## config.mk

```make
export PLATFORM = sky130hd
export DESIGN_NAME = bram_port_arbiter_flat
export DESIGN_NICKNAME = d
export VERILOG_FILES = /design/src/rtl/bram_port_arbiter_pkg.sv /design/src/rtl/bram_port_arbiter_if.sv /design/src/rtl/bram_port_arbiter_rr.sv /design/src/rtl/bram_port_arbiter.sv /design/src/flat_wrapper.sv
export SDC_FILE = /design/constraint.sdc
export NUM_CORES = 1
export LEC_CHECK = 0
export CORE_MARGIN = 5
export CORE_UTILIZATION = 30
export DETAILED_ROUTE_END_ITERATION = 12
export SYNTH_ARGS = -nofsm -noshare
export SYNTH_HDL_FRONTEND = slang
export SYNTH_SLANG_ARGS = --single-unit
export TNS_END_PERCENT = 50
```

## constraint.sdc

```tcl
create_clock -name clk -period 5.76 [get_ports clk]
set_input_delay 1.44 -clock clk [delete_from_list [all_inputs] [get_ports clk]]
set_output_delay 1.44 -clock clk [all_outputs]
set_load 0.01 [all_outputs]
```

## src/rtl/bram_port_arbiter_pkg.sv

```systemverilog
// Shared types, defaults and width helpers for the BRAM port arbiter slice.
package bram_port_arbiter_pkg;

  localparam int DEF_NUM_REQ   = 4;
  localparam int DEF_DATA_W    = 8;
  localparam int DEF_ADDR_W    = 4;

  typedef enum logic {
    CMD_READ  = 1'b0,
    CMD_WRITE = 1'b1
  } cmd_e;

  // Bits needed to encode a requester index; never less than one.
  function automatic int id_width(input int n);
    for (int w = 1; w < 32; w++) begin
      if ((1 << w) >= n) return w;
    end
    return 32;
  endfunction

  function automatic int wrap_inc(input int i, input int n);
    return (i + 1 >= n) ? 0 : i + 1;
  endfunction

endpackage

```

## src/rtl/bram_port_arbiter_if.sv

```systemverilog
// Requester-side bus of the BRAM port arbiter: flattened commands in, grant and read return out.
interface bram_port_arbiter_if
  import bram_port_arbiter_pkg::*;
#(
  parameter int NUM_REQ        = DEF_NUM_REQ,
  parameter int RAM_DATA_WIDTH = DEF_DATA_W,
  parameter int RAM_ADDR_WIDTH = DEF_ADDR_W
);
  localparam int IW = id_width(NUM_REQ);

  // Handshake: requester i raises req[i] with wr/addr/wdata and holds them stable;
  // the command is taken in the cycle req[i] & gnt[i]. Dropping req before gnt cancels it.
  // Reads return rd_valid[i] (one-hot) with rd_data exactly two cycles after acceptance.
  logic [NUM_REQ-1:0]                req;
  logic [NUM_REQ-1:0]                wr;
  logic [NUM_REQ*RAM_ADDR_WIDTH-1:0] addr;
  logic [NUM_REQ*RAM_DATA_WIDTH-1:0] wdata;
  logic [NUM_REQ-1:0]                gnt;
  logic [NUM_REQ-1:0]                rd_valid;
  logic [RAM_DATA_WIDTH-1:0]         rd_data;
  logic [IW-1:0]                     dbg_ptr;

  modport master (
    output req, wr, addr, wdata,
    input  gnt, rd_valid, rd_data, dbg_ptr
  );

  modport slave (
    input  req, wr, addr, wdata,
    output gnt, rd_valid, rd_data, dbg_ptr
  );

endinterface

```

## src/rtl/bram_port_arbiter_rr.sv

```systemverilog
// Combinational round-robin arbiter: first asserted request at or after ptr, wrapping.
module rr_arbiter
  import bram_port_arbiter_pkg::*;
#(
  parameter int N  = 4,
  parameter int IW = id_width(N)
) (
  input  logic [N-1:0]  req,
  input  logic [IW-1:0] ptr,
  output logic [N-1:0]  gnt,
  output logic [IW-1:0] gnt_idx,
  output logic          gnt_any
);

  always_comb begin
    gnt     = '0;
    gnt_idx = '0;
    gnt_any = 1'b0;
    for (int k = 0; k < N; k++) begin
      if (!gnt_any && req[(int'(ptr) + k) % N]) begin
        gnt[(int'(ptr) + k) % N] = 1'b1;
        gnt_idx                  = IW'((int'(ptr) + k) % N);
        gnt_any                  = 1'b1;
      end
    end
  end

endmodule

```

## src/rtl/bram_port_arbiter.sv

```systemverilog
// Round-robin sharing of one BRAM port: combinational grant, registered issue (S1) and return (S2) stages.
module bram_port_arbiter
  import bram_port_arbiter_pkg::*;
#(
  parameter int NUM_REQ        = DEF_NUM_REQ,
  parameter int RAM_DATA_WIDTH = DEF_DATA_W,
  parameter int RAM_ADDR_WIDTH = DEF_ADDR_W
) (
  input  logic                      clk,
  input  logic                      rst,
  bram_port_arbiter_if.slave        bus,
  output logic                      ram_wr,
  output logic [RAM_ADDR_WIDTH-1:0] ram_addr,
  output logic [RAM_DATA_WIDTH-1:0] ram_data_in,
  input  logic [RAM_DATA_WIDTH-1:0] ram_data_out
);

  localparam int IW = id_width(NUM_REQ);

  logic [IW-1:0]      ptr;
  logic [IW-1:0]      arb_idx;
  logic [NUM_REQ-1:0] arb_req;
  logic [NUM_REQ-1:0] arb_gnt;
  logic               arb_any;
  cmd_e               acc_cmd;

  logic               s1_valid, s1_rd;
  logic [IW-1:0]      s1_id;
  logic               s2_valid, s2_rd;
  logic [IW-1:0]      s2_id;
  logic [NUM_REQ-1:0] rd_valid_c;

  // Masking requests during reset keeps gnt low without a separate output gate.
  assign arb_req = rst ? '0 : bus.req;

  rr_arbiter #(
    .N  (NUM_REQ),
    .IW (IW)
  ) u_rr (
    .req     (arb_req),
    .ptr     (ptr),
    .gnt     (arb_gnt),
    .gnt_idx (arb_idx),
    .gnt_any (arb_any)
  );

  assign bus.gnt     = arb_gnt;
  assign bus.dbg_ptr = ptr;
  assign acc_cmd     = cmd_e'(bus.wr[arb_idx]);

  always_ff @(posedge clk) begin
    if (rst)          ptr <= '0;
    else if (arb_any) ptr <= IW'(wrap_inc(int'(arb_idx), NUM_REQ));
  end

  // S1: drives the BRAM port. Without an accept, addr/data hold and ram_wr drops,
  // so the BRAM performs a harmless read that S2 discards.
  always_ff @(posedge clk) begin
    if (rst) begin
      ram_wr      <= 1'b0;
      ram_addr    <= '0;
      ram_data_in <= '0;
      s1_valid    <= 1'b0;
      s1_rd       <= 1'b0;
      s1_id       <= '0;
    end else if (arb_any) begin
      ram_wr      <= (acc_cmd == CMD_WRITE);
      ram_addr    <= bus.addr[int'(arb_idx)*RAM_ADDR_WIDTH +: RAM_ADDR_WIDTH];
      ram_data_in <= bus.wdata[int'(arb_idx)*RAM_DATA_WIDTH +: RAM_DATA_WIDTH];
      s1_valid    <= 1'b1;
      s1_rd       <= (acc_cmd == CMD_READ);
      s1_id       <= arb_idx;
    end else begin
      ram_wr      <= 1'b0;
      s1_valid    <= 1'b0;
    end
  end

  // S2 lines up with the BRAM's registered read data.
  always_ff @(posedge clk) begin
    if (rst) begin
      s2_valid <= 1'b0;
      s2_rd    <= 1'b0;
      s2_id    <= '0;
    end else begin
      s2_valid <= s1_valid;
      s2_rd    <= s1_rd;
      s2_id    <= s1_id;
    end
  end

  always_comb begin
    rd_valid_c = '0;
    for (int i = 0; i < NUM_REQ; i++) begin
      rd_valid_c[i] = s2_valid && s2_rd && (s2_id == IW'(i));
    end
  end

  assign bus.rd_valid = rd_valid_c;
  assign bus.rd_data  = ram_data_out;

endmodule

```

## src/flat_wrapper.sv

```systemverilog
// flat-port wrapper written by rule: the top's interface ports become plain ports
module bram_port_arbiter_flat import bram_port_arbiter_pkg::*;
#(
  parameter int NUM_REQ        = DEF_NUM_REQ,
  parameter int RAM_DATA_WIDTH = DEF_DATA_W,
  parameter int RAM_ADDR_WIDTH = DEF_ADDR_W
)
  (clk, rst, ram_wr, ram_addr, ram_data_in, ram_data_out, bus_req, bus_wr, bus_addr, bus_wdata, bus_gnt, bus_rd_valid, bus_rd_data, bus_dbg_ptr);
  bram_port_arbiter_if #(.NUM_REQ(NUM_REQ), .RAM_DATA_WIDTH(RAM_DATA_WIDTH), .RAM_ADDR_WIDTH(RAM_ADDR_WIDTH)) bus_i ();
  input  logic clk;
  input  logic rst;
  output logic ram_wr;
  output logic [RAM_ADDR_WIDTH-1:0] ram_addr;
  output logic [RAM_DATA_WIDTH-1:0] ram_data_in;
  input  logic [RAM_DATA_WIDTH-1:0] ram_data_out;
  input wire logic [$bits(bus_i.req)-1:0] bus_req;
  input wire logic [$bits(bus_i.wr)-1:0] bus_wr;
  input wire logic [$bits(bus_i.addr)-1:0] bus_addr;
  input wire logic [$bits(bus_i.wdata)-1:0] bus_wdata;
  output wire logic [$bits(bus_i.gnt)-1:0] bus_gnt;
  output wire logic [$bits(bus_i.rd_valid)-1:0] bus_rd_valid;
  output wire logic [$bits(bus_i.rd_data)-1:0] bus_rd_data;
  output wire logic [$bits(bus_i.dbg_ptr)-1:0] bus_dbg_ptr;
  assign bus_i.req = bus_req;
  assign bus_i.wr = bus_wr;
  assign bus_i.addr = bus_addr;
  assign bus_i.wdata = bus_wdata;
  assign bus_gnt = bus_i.gnt;
  assign bus_rd_valid = bus_i.rd_valid;
  assign bus_rd_data = bus_i.rd_data;
  assign bus_dbg_ptr = bus_i.dbg_ptr;
  bram_port_arbiter #(.NUM_REQ(NUM_REQ), .RAM_DATA_WIDTH(RAM_DATA_WIDTH), .RAM_ADDR_WIDTH(RAM_ADDR_WIDTH)) u_core (.clk(clk), .rst(rst), .bus(bus_i), .ram_wr(ram_wr), .ram_addr(ram_addr), .ram_data_in(ram_data_in), .ram_data_out(ram_data_out));
endmodule
```

==> out/results.env <==
POST-ROUTE-DRC-COUNT=0
CLOCK_PATH_BUFFERS=2
CP-END-KIND='primary output'
POST-LAYOUT-TOTAL-POWER_mW=0.837
NETLIST_INSTANCES=284
FIRST_GLOBAL_VIAS=2540
TRITONCTS='built'
DR.FIRST_ITER.DRC_COUNT=178
PLACE.DETAILED.HPWL_UM=5910
DIE_W_UM=100
SYNTH-ADDER-AREA-SHARE_PCT=4.64
WORST_SETUP_HOLD_PATH_CLK_SLEW_NS=0.09
TIMING.REG2REG.SETUP_SLACK_NS=2.55
SYNTH_FP_NETS=359
CTS_NUM_SINKS=23
ROUTED-VIA-COUNT=2622
SKEW_NS=0.00730
MAX_FREQ_MHz=182
SYNTH.MUX.AREA_FRACTION_PCT=12.0
IRDROPWORSTVDD_mV=0.110
HOLD_PATH.STARTPOINT='u_core.s1_valid'
SYNTH-EDFF-COUNT=0
SYNTH.CELL_AREA_UM2=2430
OUTCOME='complete, no violations'
GLOBALROUTETOTALUTIL_PCT=15.5
SYNTH_TOP_CELL_BY_AREA='sky130_fd_sc_hd__dfxtp_1'
PERIOD_SHARE_PCT=95.2
DETAIL-ROUTE-ANTENNA-NETS=0
CELLLEAKAGEPOWER_nW=1.16
SYNTH_XOR_XNOR_AREA_SHARE_PCT=0
WORST_EP_ARRIVAL_TIME_NS=4.04
YOSYS_WARNINGS=0
CLOCK_TREE.HTREE_LEVEL_COUNT=1
ROUTED_WIRE_LENGTH_PER_INSTANCE_UM=18.0
HOLD_VIOL_FINAL=0
IO_BUFFERS=80
GRT_MAX_DEGREE=60
SYNTHDOMINANTCELLAREASHARE_PCT=19.0
YOSYS_MOST_USED_DFF='sky130_fd_sc_hd__dfxtp_1'
SYNTH.CELLS.MOST_FREQUENT='sky130_fd_sc_hd__dfxtp_1 (23), sky130_fd_sc_hd__mux2i_1 (22), sky130_fd_sc_hd__o221ai_1 (21)'
GPL.FINAL_WEIGHTED_CONGESTION=0.769
DOMINANT_COMBINATIONAL_CELL_FAMILY_BY_AREA_AFTER_SYNTHESIS='compound AO/OA/AOI/OAI gates'
PLACE_AREA_UM2=3250
WORST_HOLD_PATH_TYPE='flip-flop to flip-flop'
SYNTH_COMPOUND_AREA_SHARE_PCT=42.9
FLOORPLAN.DIE_AREA_UM2=9990
POST-CTS-SETUP-BUFFER-COUNT=0
GRT.OVERFLOW.TOTAL=0
YOSYSUNIQUECELLTYPES=57
CTS_MADE_BUFFERS=3
FINAL.SETUP.TNS_NS=0
WORST_R2R_STARTPOINT='u_core.bus.dbg_ptr[1]'
SETUP_VIOL_COUNT_FINAL=0
POST_ROUTE_CELLS_DRIVE_ABOVE_1_SHARE_PCT=10.0
FIN_NETS=425
CRITICAL_PATH_PEAK_FANOUT=13
CRITICAL_PATH_CLASS='primary input to primary output'
MAXSLEWHEADROOM_PCT=51.9
SHARE_OF_THE_YOSYS_CHIP_AREA_BELONGING_TO_REGISTERS_PCT=19.0
AREA_FRACTION_IN_AND_OR_NAND_AND_NOR_CELLS_AFTER_SYNTHESIS_PCT=11.7
R2R_CELLS=8
WORST_SLEW_PIN_SLEW_NS=0.722
POSTLAYOUTCELLAREA_UM2=3300
SYNTH_TOP_CELLS_BY_AREA='sky130_fd_sc_hd__dfxtp_1 (19%), sky130_fd_sc_hd__mux2i_1 (9.1%), sky130_fd_sc_hd__o221ai_1 (7.6%)'
VIAS_PER_CELL=5.81
DIODES=0
PWR_DENSITY_CELL_nW_PER_UM2=254
POST-ROUTE-MIN-PERIOD_NS=5.48
POSTSYNTHREGISTERBITS=23
SYNTHESIS.AREA_PER_INSTANCE_UM2=8.55
CAP_VIOLATIONS=0
INITIAL_UTILIZATION_PCT=31.1
LATEST_CLOCK_ARRIVAL_WITHIN_THE_WORST_SKEW_PAIR_NS=0.27
SLEW_VIOLATIONS=0
AREA.GROWTH.SYNTH_TO_FINAL_PCT=35.9
NUM_ROWS=32
DR.PASS1.ITERS=4
WORST-ENDPOINT-REQUIRED_NS=4.32
START_KIND='primary input'
SYNTH.MOST_COMMON_CELL='sky130_fd_sc_hd__dfxtp_1'
IO_PINS=97
MIN_TO='u_core.s2_valid'
ANTENNA_FOUND_INITIAL=0
ROUTED_WIRELENGTH_UM=8140
CTS-ROOT-BUF='sky130_fd_sc_hd__clkbuf_8'
WORST_R2R_ENDPOINT='u_core.ram_data_in[7]'
RSZ0062_AT_GRT='no'
CTS_HOLD_BUF=0
STD_CELL_CORE_AREA_UM2=7810
GLOBAL_ROUTE_WIRE_LENGTH_BEFORE_REPAIR_UM=12800
HOLDPATHSTAGES=1
DIE_Y_UM=100
SYNTH-ASYNC-RESET-RATIO_PCT=0
POST-ROUTE-UTIL_PCT=42.3
WORSTSETUPSTARTPOINT='rst'
CTS-RESIZED-GATES=0
## layout by cell type (no fill, tap or decap), drive strengths merged, types with 5 or more instances in the layout
master / count
o221a: 5
nand2: 8
o221ai: 21
ha: 9
a21oi: 13
clkdlybuf4s50: 80
a211oi: 11
mux2i: 23
nand3: 9
o22ai: 7
dfxtp: 23
buf: 9
nor2: 12
nor3: 7
inv: 15
o21ai: 19
a221oi: 13
## through the flow
step	setup WS, ns	hold slack [ns]	instances
floorplan	1.47	0.414	284
finish	0.279	0.477	451
global route	0.0254	0.485	451
detailed placement	0.312	0.457	447
CTS	0.293	0.479	451
global placement	0.349	0.454	447
## flip-flops by register name, indices dropped and copies added, names as in the netlist
register	cells
u_core.ram_wr	1
u_core.s1_rd	1
u_core.bus.dbg_ptr	2
u_core.s1_valid	1
u_core.s2_id	2
u_core.s2_valid	1
u_core.s2_rd	1
u_core.ram_data_in	8
u_core.s1_id	2
u_core.ram_addr	4
## metal layers
| layer | track usage, % | wire [um] |
|---|---|---|
| met5 | 0 | 0 |
| met4 | 2.63 | 0 |
| met3 | 2.78 | 464 |
| met2 | 25.6 | 3910 |
| met1 | 21.4 | 3760 |
## area by class of cell
| cell class | instances | area, um^2 |
|---|---|---|
| fill | 792 | 4510 |
| multi-input combinational | 216 | 1730 |
| timing repair buffer | 89 | 868 |
| sequential | 23 | 462 |
| tap | 102 | 128 |
| inverter | 17 | 63.8 |
| clock buffer | 3 | 41.3 |
| clock inverter | 1 | 7.51 |
## how the worst max path moves through the flow
| stage | to | slack (ns) |
|---|---|---|
| floorplan | bus_gnt[1] | 1.47 |
| global placement | bus_gnt[0] | 0.35 |
| detailed placement | bus_gnt[0] | 0.31 |
| CTS | bus_gnt[0] | 0.29 |
| global route | bus_gnt[3] | 0.03 |
| finish | bus_gnt[0] | 0.28 |
## kinds of logic (layout without fill, tap and decap cells)
kind of cell    after synthesis  after routing
mux                          27             27
flops                        23             23
fa+ha+maj                     9              9
buf+inv                      45            110
compound gates              125            125
simple gates                 55             55
## power by group
part | total, mW | switching, mW | internal [mW]
registers | 0.222 | 0.0250 | 0.197
clock network | 0.106 | 0.0574 | 0.0490
logic | 0.508 | 0.265 | 0.242
## critical path: stages
cell	delay [ns]
sky130_fd_sc_hd__clkdlybuf4s50_1	0.73
sky130_fd_sc_hd__clkinv_1	0.27
sky130_fd_sc_hd__o2111a_1	0.26
sky130_fd_sc_hd__or2_0	0.41
sky130_fd_sc_hd__a222oi_1	0.31
sky130_fd_sc_hd__o21ai_0	0.13
sky130_fd_sc_hd__clkdlybuf4s50_1	0.50
(Power assumes the default switching activity.)
